File: config.mk
export PLATFORM = sky130hd
export DESIGN_NAME = lane_direction_fsm
export DESIGN_NICKNAME = d
export VERILOG_FILES = /design/src/rtl/parking_pkg.sv /design/src/rtl/lane_timeout_timer.sv /design/src/rtl/lane_direction_fsm.sv
export SDC_FILE = /design/constraint.sdc
export NUM_CORES = 1
export LEC_CHECK = 0
export CAP_MARGIN = 20
export CORE_MARGIN = 3
export CORE_UTILIZATION = 35
export CTS_BUF_LIST = sky130_fd_sc_hd__clkbuf_2
export DETAILED_ROUTE_END_ITERATION = 16
export DONT_BUFFER_PORTS = 1
export GPL_TIMING_DRIVEN = 0
export PLACE_DENSITY = 0.47
export SETUP_SLACK_MARGIN = 0.02
export SYNTH_ARGS = -nofsm -noshare
export SYNTH_HDL_FRONTEND = slang
export SYNTH_HIERARCHICAL = 1
export SYNTH_SLANG_ARGS = --single-unit
export TNS_END_PERCENT = 30
File: constraint.sdc
create_clock -name Sysclk -period 6.7 [get_ports Sysclk]
set_clock_uncertainty 0.2 [all_clocks]
set_input_delay 1.34 -clock Sysclk [delete_from_list [all_inputs] [get_ports Sysclk]]
set_output_delay 1.34 -clock Sysclk [all_outputs]
set_load 0.02 [all_outputs]
File: src/rtl/parking_pkg.sv
// Shared parking-lane definitions: FSM state encoding, clock rate, default timeout.
// Latency: n/a (constants and a pure helper function only).
// Backpressure: n/a.
package parking_pkg;

    localparam int unsigned SYSCLK_HZ              = 100_000_000;
    // One second at SYSCLK_HZ: longest a vehicle may sit in one tracking state
    localparam int unsigned DEFAULT_TIMEOUT_CYCLES = 100_000_000;

    localparam logic [3:0] S_IDLE     = 4'd0;
    localparam logic [3:0] S_EN_O     = 4'd1;
    localparam logic [3:0] S_EN_OI    = 4'd2;
    localparam logic [3:0] S_EN_I     = 4'd3;
    localparam logic [3:0] S_EX_I     = 4'd4;
    localparam logic [3:0] S_EX_IO    = 4'd5;
    localparam logic [3:0] S_EX_O     = 4'd6;
    localparam logic [3:0] S_REJECT   = 4'd7;
    localparam logic [3:0] S_WAIT_CLR = 4'd8;

    // Barrier is open only while a vehicle is being tracked through the lane
    function automatic logic gate_state(input logic [3:0] s);
        return (s == S_EN_O) || (s == S_EN_OI) || (s == S_EN_I) ||
               (s == S_EX_I) || (s == S_EX_IO) || (s == S_EX_O);
    endfunction

    // States in which the passage timer is allowed to run
    function automatic logic timed_state(input logic [3:0] s);
        return (s != S_IDLE) && (s != S_WAIT_CLR);
    endfunction

endpackage

File: src/rtl/lane_timeout_timer.sv
// Per-state dwell counter; expired is a level once the count reaches N-1.
// Latency: expired reflects the registered count (visible the cycle after the counting edge).
// Backpressure: none; saturates at N-1 until cleared.
module lane_timeout_timer #(
    parameter int unsigned N = 16
) (
    input  logic Sysclk,
    input  logic reset,
    input  logic clear,
    input  logic enable,
    output logic expired
);

    localparam int unsigned W = $clog2(N + 1);
    localparam logic [W-1:0] LAST = W'(N - 1);

    logic [W-1:0] count;

    // Count cycles spent in the current state; hold at LAST so it never wraps
    always_ff @(posedge Sysclk) begin
        if (reset || clear) begin
            count <= '0;
        end else if (enable && (count != LAST)) begin
            count <= count + 1'b1;
        end
    end

    assign expired = (count == LAST);

endmodule

File: src/rtl/lane_direction_fsm.sv
// Turns outer/inner beam-break levels into entry/exit pulses, barrier control and fault.
// Latency: beam change sampled at edge k, acted on and outputs updated at edge k+1.
// Backpressure: none; sensor levels in, single-cycle pulses out, no flow control.
module lane_direction_fsm
    import parking_pkg::*;
#(
    parameter int unsigned TIMEOUT_CYCLES = DEFAULT_TIMEOUT_CYCLES
) (
    input  logic Sysclk,
    input  logic reset,
    input  logic beam_outer,
    input  logic beam_inner,
    input  logic lot_full,
    output logic entry_pulse,
    output logic exit_pulse,
    output logic gate_open,
    output logic fault
);

    logic       o_s;
    logic       i_s;
    logic [3:0] state;
    logic [3:0] state_nxt;
    logic       expired;
    logic       tmr_clear;
    logic       tmr_enable;
    logic       entry_nxt;
    logic       exit_nxt;
    logic       gate_nxt;
    logic       fault_nxt;

    // Sample the debounced beams once; every decision below uses these copies
    always_ff @(posedge Sysclk) begin
        if (reset) begin
            o_s <= 1'b0;
            i_s <= 1'b0;
        end else begin
            o_s <= beam_outer;
            i_s <= beam_inner;
        end
    end

    // Passage tracking; a jump that skips the both-blocked phase is ambiguous and faults
    always_comb begin
        state_nxt = state;
        case (state)
            S_IDLE: begin
                case ({o_s, i_s})
                    2'b10:   state_nxt = lot_full ? S_REJECT : S_EN_O;
                    2'b01:   state_nxt = S_EX_I;
                    2'b11:   state_nxt = S_WAIT_CLR;
                    default: state_nxt = S_IDLE;
                endcase
            end
            S_EN_O: begin
                case ({o_s, i_s})
                    2'b11:   state_nxt = S_EN_OI;
                    2'b00:   state_nxt = S_IDLE;
                    2'b01:   state_nxt = S_WAIT_CLR;
                    default: state_nxt = S_EN_O;
                endcase
            end
            S_EN_OI: begin
                case ({o_s, i_s})
                    2'b01:   state_nxt = S_EN_I;
                    2'b10:   state_nxt = S_EN_O;
                    2'b00:   state_nxt = S_WAIT_CLR;
                    default: state_nxt = S_EN_OI;
                endcase
            end
            S_EN_I: begin
                if (o_s)       state_nxt = S_EN_OI;
                else if (!i_s) state_nxt = S_IDLE;
            end
            S_EX_I: begin
                case ({o_s, i_s})
                    2'b11:   state_nxt = S_EX_IO;
                    2'b00:   state_nxt = S_IDLE;
                    2'b10:   state_nxt = S_WAIT_CLR;
                    default: state_nxt = S_EX_I;
                endcase
            end
            S_EX_IO: begin
                case ({o_s, i_s})
                    2'b10:   state_nxt = S_EX_O;
                    2'b01:   state_nxt = S_EX_I;
                    2'b00:   state_nxt = S_WAIT_CLR;
                    default: state_nxt = S_EX_IO;
                endcase
            end
            S_EX_O: begin
                if (i_s)       state_nxt = S_EX_IO;
                else if (!o_s) state_nxt = S_IDLE;
            end
            S_REJECT: begin
                if (!o_s && !i_s) state_nxt = S_IDLE;
            end
            S_WAIT_CLR: begin
                if (!o_s && !i_s) state_nxt = S_IDLE;
            end
            default: state_nxt = S_IDLE;
        endcase
        // A stuck passage overrides whatever the beams say
        if (expired && timed_state(state)) begin
            state_nxt = S_WAIT_CLR;
        end
    end

    // Timer restarts on every state change and is held idle outside tracking states
    always_comb begin
        tmr_clear  = (state_nxt != state) || !timed_state(state);
        tmr_enable = timed_state(state);
    end

    lane_timeout_timer #(
        .N (TIMEOUT_CYCLES)
    ) u_timer (
        .Sysclk  (Sysclk),
        .reset   (reset),
        .clear   (tmr_clear),
        .enable  (tmr_enable),
        .expired (expired)
    );

    // Output decode from the next state so registered outputs line up with the state flop
    always_comb begin
        entry_nxt = (state == S_EN_I) && (state_nxt == S_IDLE);
        exit_nxt  = (state == S_EX_O) && (state_nxt == S_IDLE);
        gate_nxt  = gate_state(state_nxt);
        fault_nxt = (state_nxt == S_WAIT_CLR);
    end

    // State and registered outputs; reset drops any passage without a pulse
    always_ff @(posedge Sysclk) begin
        if (reset) begin
            state       <= S_IDLE;
            entry_pulse <= 1'b0;
            exit_pulse  <= 1'b0;
            gate_open   <= 1'b0;
            fault       <= 1'b0;
        end else begin
            state       <= state_nxt;
            entry_pulse <= entry_nxt;
            exit_pulse  <= exit_nxt;
            gate_open   <= gate_nxt;
            fault       <= fault_nxt;
        end
    end

endmodule

==> reports/metrics.cfg <==
[run_status]
outcome = finished clean

[route]
drt-pass1-iter-count = 4
vias_per_cell = 5.50
drc = 0
ant_nets = 0
wirelength_mm = 4.78
drtIter0Drc = 160
met2_length_mm = 1.94
wl_met1_mm = 2.58
drt-wirelength-per-cell_um = 14.5
vias = 1815
dr_wl_met3_um = 221
top_layer = met4

[power]
seqPwrFrac_pct = 58.6
switching_share_pct = 30.6
combPwrFrac_pct = 16.6
p_per_area_mw_per_mm2 = 171
power.leakage_uw = 0.000783
intPower_uw = 275
p_clk_share_pct = 24.8
vdd_drop_max_mv = 0.0648
p_sw_uw = 121

[worst_setup_path]
endpoint_kind = register
critPathMaxFanout = 9
cp.arrival_ns = 3.71
crit_type = reg -> reg
required_ns = 6.84
crit_path_start_kind = register

[global_route]
grt_pass1_wl_mm = 8.16
grtUsageTotal_pct = 14.0
grt_max_degree = 12
grt_antenna_before_repair = 0
gr-total-overflow = 0
grt_pass1_vias = 1625

[place]
postPlaceCellArea_mm2 = 0.00228
place_congestion = 0.804
dpl_worst_slack_ns = 3.16
dp_hpwl_mm = 3.46
portBuffers = 0

[cts]
cts.path.max_buffers = 2
cts_made_buffers = 5
path_clk_slew_ns = 0.20
h-tree-depth = 2
root_buffer = clkbuf_2
cts_tree = done
post_cts_buffers = 0
cts_resized = 0
cts.sink_count = 37
clk-insertion-delay-late_ns = 0.37
cts_hold_buf = 0

[logic_synthesis]
synth-async-reset-ratio_pct = 0
synth_flop_cell = dfxtp_1
syn_avg_cell_area_um2 = 8.85
synth_commonest_cells = 37 x dfxtp_1, 29 x nor2_1, 15 x nand3_1
netlist_instances = 247
synth.largest_area_cell = dfxtp_1
synth_nets = 260
yosysMostFrequentCell = dfxtp_1
synth_top_area_share_pct = 33.9
synth.distinct_cells = 57
yosys-top-cells-area = dfxtp_1 34%, xor2_1 5.6%, nor2_1 5.0%
seq_area_frac_synth_pct = 33.9
ys_seq_elements = 37
synth_warnings = 6
netlist_area_mm2 = 0.00219
synth_edf_count = 0

[timing]
hold_violations = 0
period_minus_slack_ns = 3.57
setup_violations = 0
layout_worst_path_cycle_share_pct = 53.3
slew_headroom_pct = 66.0
tightest_slew_ns = 0.507
max_freq_ghz = 0.280
rsz0062_at_grt = false
slew_violations = 0
setup_slack_ns = 3.13
fin_setup_tns_ns = 0

[die]
fp-row-count = 28
die_area_mm2 = 0.00723
start_util_pct = 36.5
die_h_um = 85.1
die_w_um = 85.1
io_pins = 9
core_area_mm2 = 0.00599

[job]
max_cap_violations = 0

[cells_and_area]
drive_gt1_share_pct = 14.5
postLayoutCellArea_mm2 = 0.00232
fin_nets = 267
n_antenna_cell = 0
fin_util_pct = 38.7
syn_to_final_growth_pct = 6.12

[min_path]
hold_path_class = reg -> reg

==> sequential cells by signal (all words and copies together) (netlist names) <==
name,count
u_timer/count,27
exit_pulse,1
i_s,1
entry_pulse,1
gate_open,1
fault,1
o_s,1
state,4
==> worst max-delay path: stages (launching register included) <==
cell	delay [ns]
dfxtp_1	0.55
inv_1	0.19
ha_1	0.29
nor4bb_1	0.15
a31o_1	0.21
or4_1	0.40
a211oi_1	0.26
nand4_1	0.15
or2_2	0.31
clkbuf_1	0.21
or4_1	0.53
nand2_1	0.07
==> path summary, 6_finish.rpt <==
| check | from | endpoint | slack (ns) | depth (start not counted) |
|---|---|---|---|---|
| worst max-delay path | o_s | u_timer/count[8] | 3.13 | 11 |
| worst max register to register | o_s | u_timer/count[8] | 3.13 | 11 |
| worst min register to register | u_timer/count[5] | u_timer/count[5] | 0.31 | 2 |
| worst min-delay path | u_timer/count[5] | u_timer/count[5] | 0.31 | 2 |
==> per-stage QoR <==
step	power, uW	hold WS (ns)	std cells
after floorplan	287	0.261	247
after global placement	305	0.280	322
after detailed placement	303	0.291	322
after CTS	404	0.317	330
after global routing	420	0.362	330
final	397	0.315	330
==> routing by layer <==
metal,up-vias,GRT usage [%]
li1,920,-
met1,847,21.8
met2,43,19.2
met3,5,3.11
met4,0,3.45
met5,-,0
==> cells in the final DEF (no fill, tap or decap), types with 2 or more instances in the layout <==
| cell | netlist | final |
|---|---|---|
| dfxtp_1 | 37 | 37 |
| nor2_1 | 29 | 29 |
| nand3_1 | 15 | 15 |
| xor2_1 | 14 | 14 |
| nand2_1 | 13 | 13 |
| or3_1 | 8 | 8 |
| nand4_1 | 8 | 8 |
| ha_1 | 8 | 8 |
| a21oi_1 | 7 | 7 |
| inv_1 | 6 | 6 |
| nor3_1 | 6 | 6 |
| o21ai_0 | 6 | 6 |
| clkbuf_2 | 0 | 6 |
| or4_1 | 5 | 5 |
| o211ai_1 | 5 | 5 |
| nand3b_1 | 4 | 4 |
| and3_1 | 4 | 4 |
| nor4_1 | 4 | 4 |
| xnor2_1 | 4 | 4 |
| o21ai_2 | 4 | 4 |
| clkbuf_1 | 3 | 3 |
| a211oi_1 | 3 | 3 |
| nand2b_1 | 3 | 3 |
| and2_1 | 3 | 3 |
| and4_1 | 3 | 3 |
| nor4_2 | 3 | 3 |
| buf_4 | 2 | 2 |
| nor4bb_1 | 2 | 2 |
| or2_1 | 2 | 2 |
| or2_2 | 2 | 2 |
| a311oi_2 | 2 | 2 |
| o21bai_1 | 2 | 2 |
| a2111oi_0 | 2 | 2 |
| nor2b_1 | 2 | 2 |
| clkinv_2 | 0 | 2 |
| nand4_2 | 2 | 2 |
| a21oi_2 | 2 | 2 |
==> kinds of logic (layout without fill, tap and decap cells) <==
kind of cell / Yosys count / in the layout / synth area share, %
xor+xnor: 18 / 18 / 7.21
fa+ha+maj: 8 / 8 / 4.58
compound gates: 43 / 43 / 15.3
flops: 37 / 37 / 33.9
buf+inv: 15 / 23 / 3.32
simple gates: 125 / 125 / 35.2
mux: 1 / 1 / 0.458
==> area by class of cell <==
class / instances / area, um^2
buffer: 8 / 46.3
multi-input combinational: 195 / 1370
clock buffer: 6 / 30.0
tap: 75 / 93.8
fill: 604 / 3670
sequential: 37 / 741
inverter: 7 / 26.3
clock inverter: 2 / 10.0
==> power groups by stage <==
stage | clock network (uW) | logic (uW) | registers, uW
after global placement | 0 | 67.5 | 237
after detailed placement | 0 | 66.0 | 237
after CTS | 105 | 66.3 | 233
after global routing | 113 | 73.5 | 234
after floorplan | 0 | 51.9 | 235
final | 98.2 | 65.9 | 233
No activity file was read; power rests on OpenSTA's default activity.
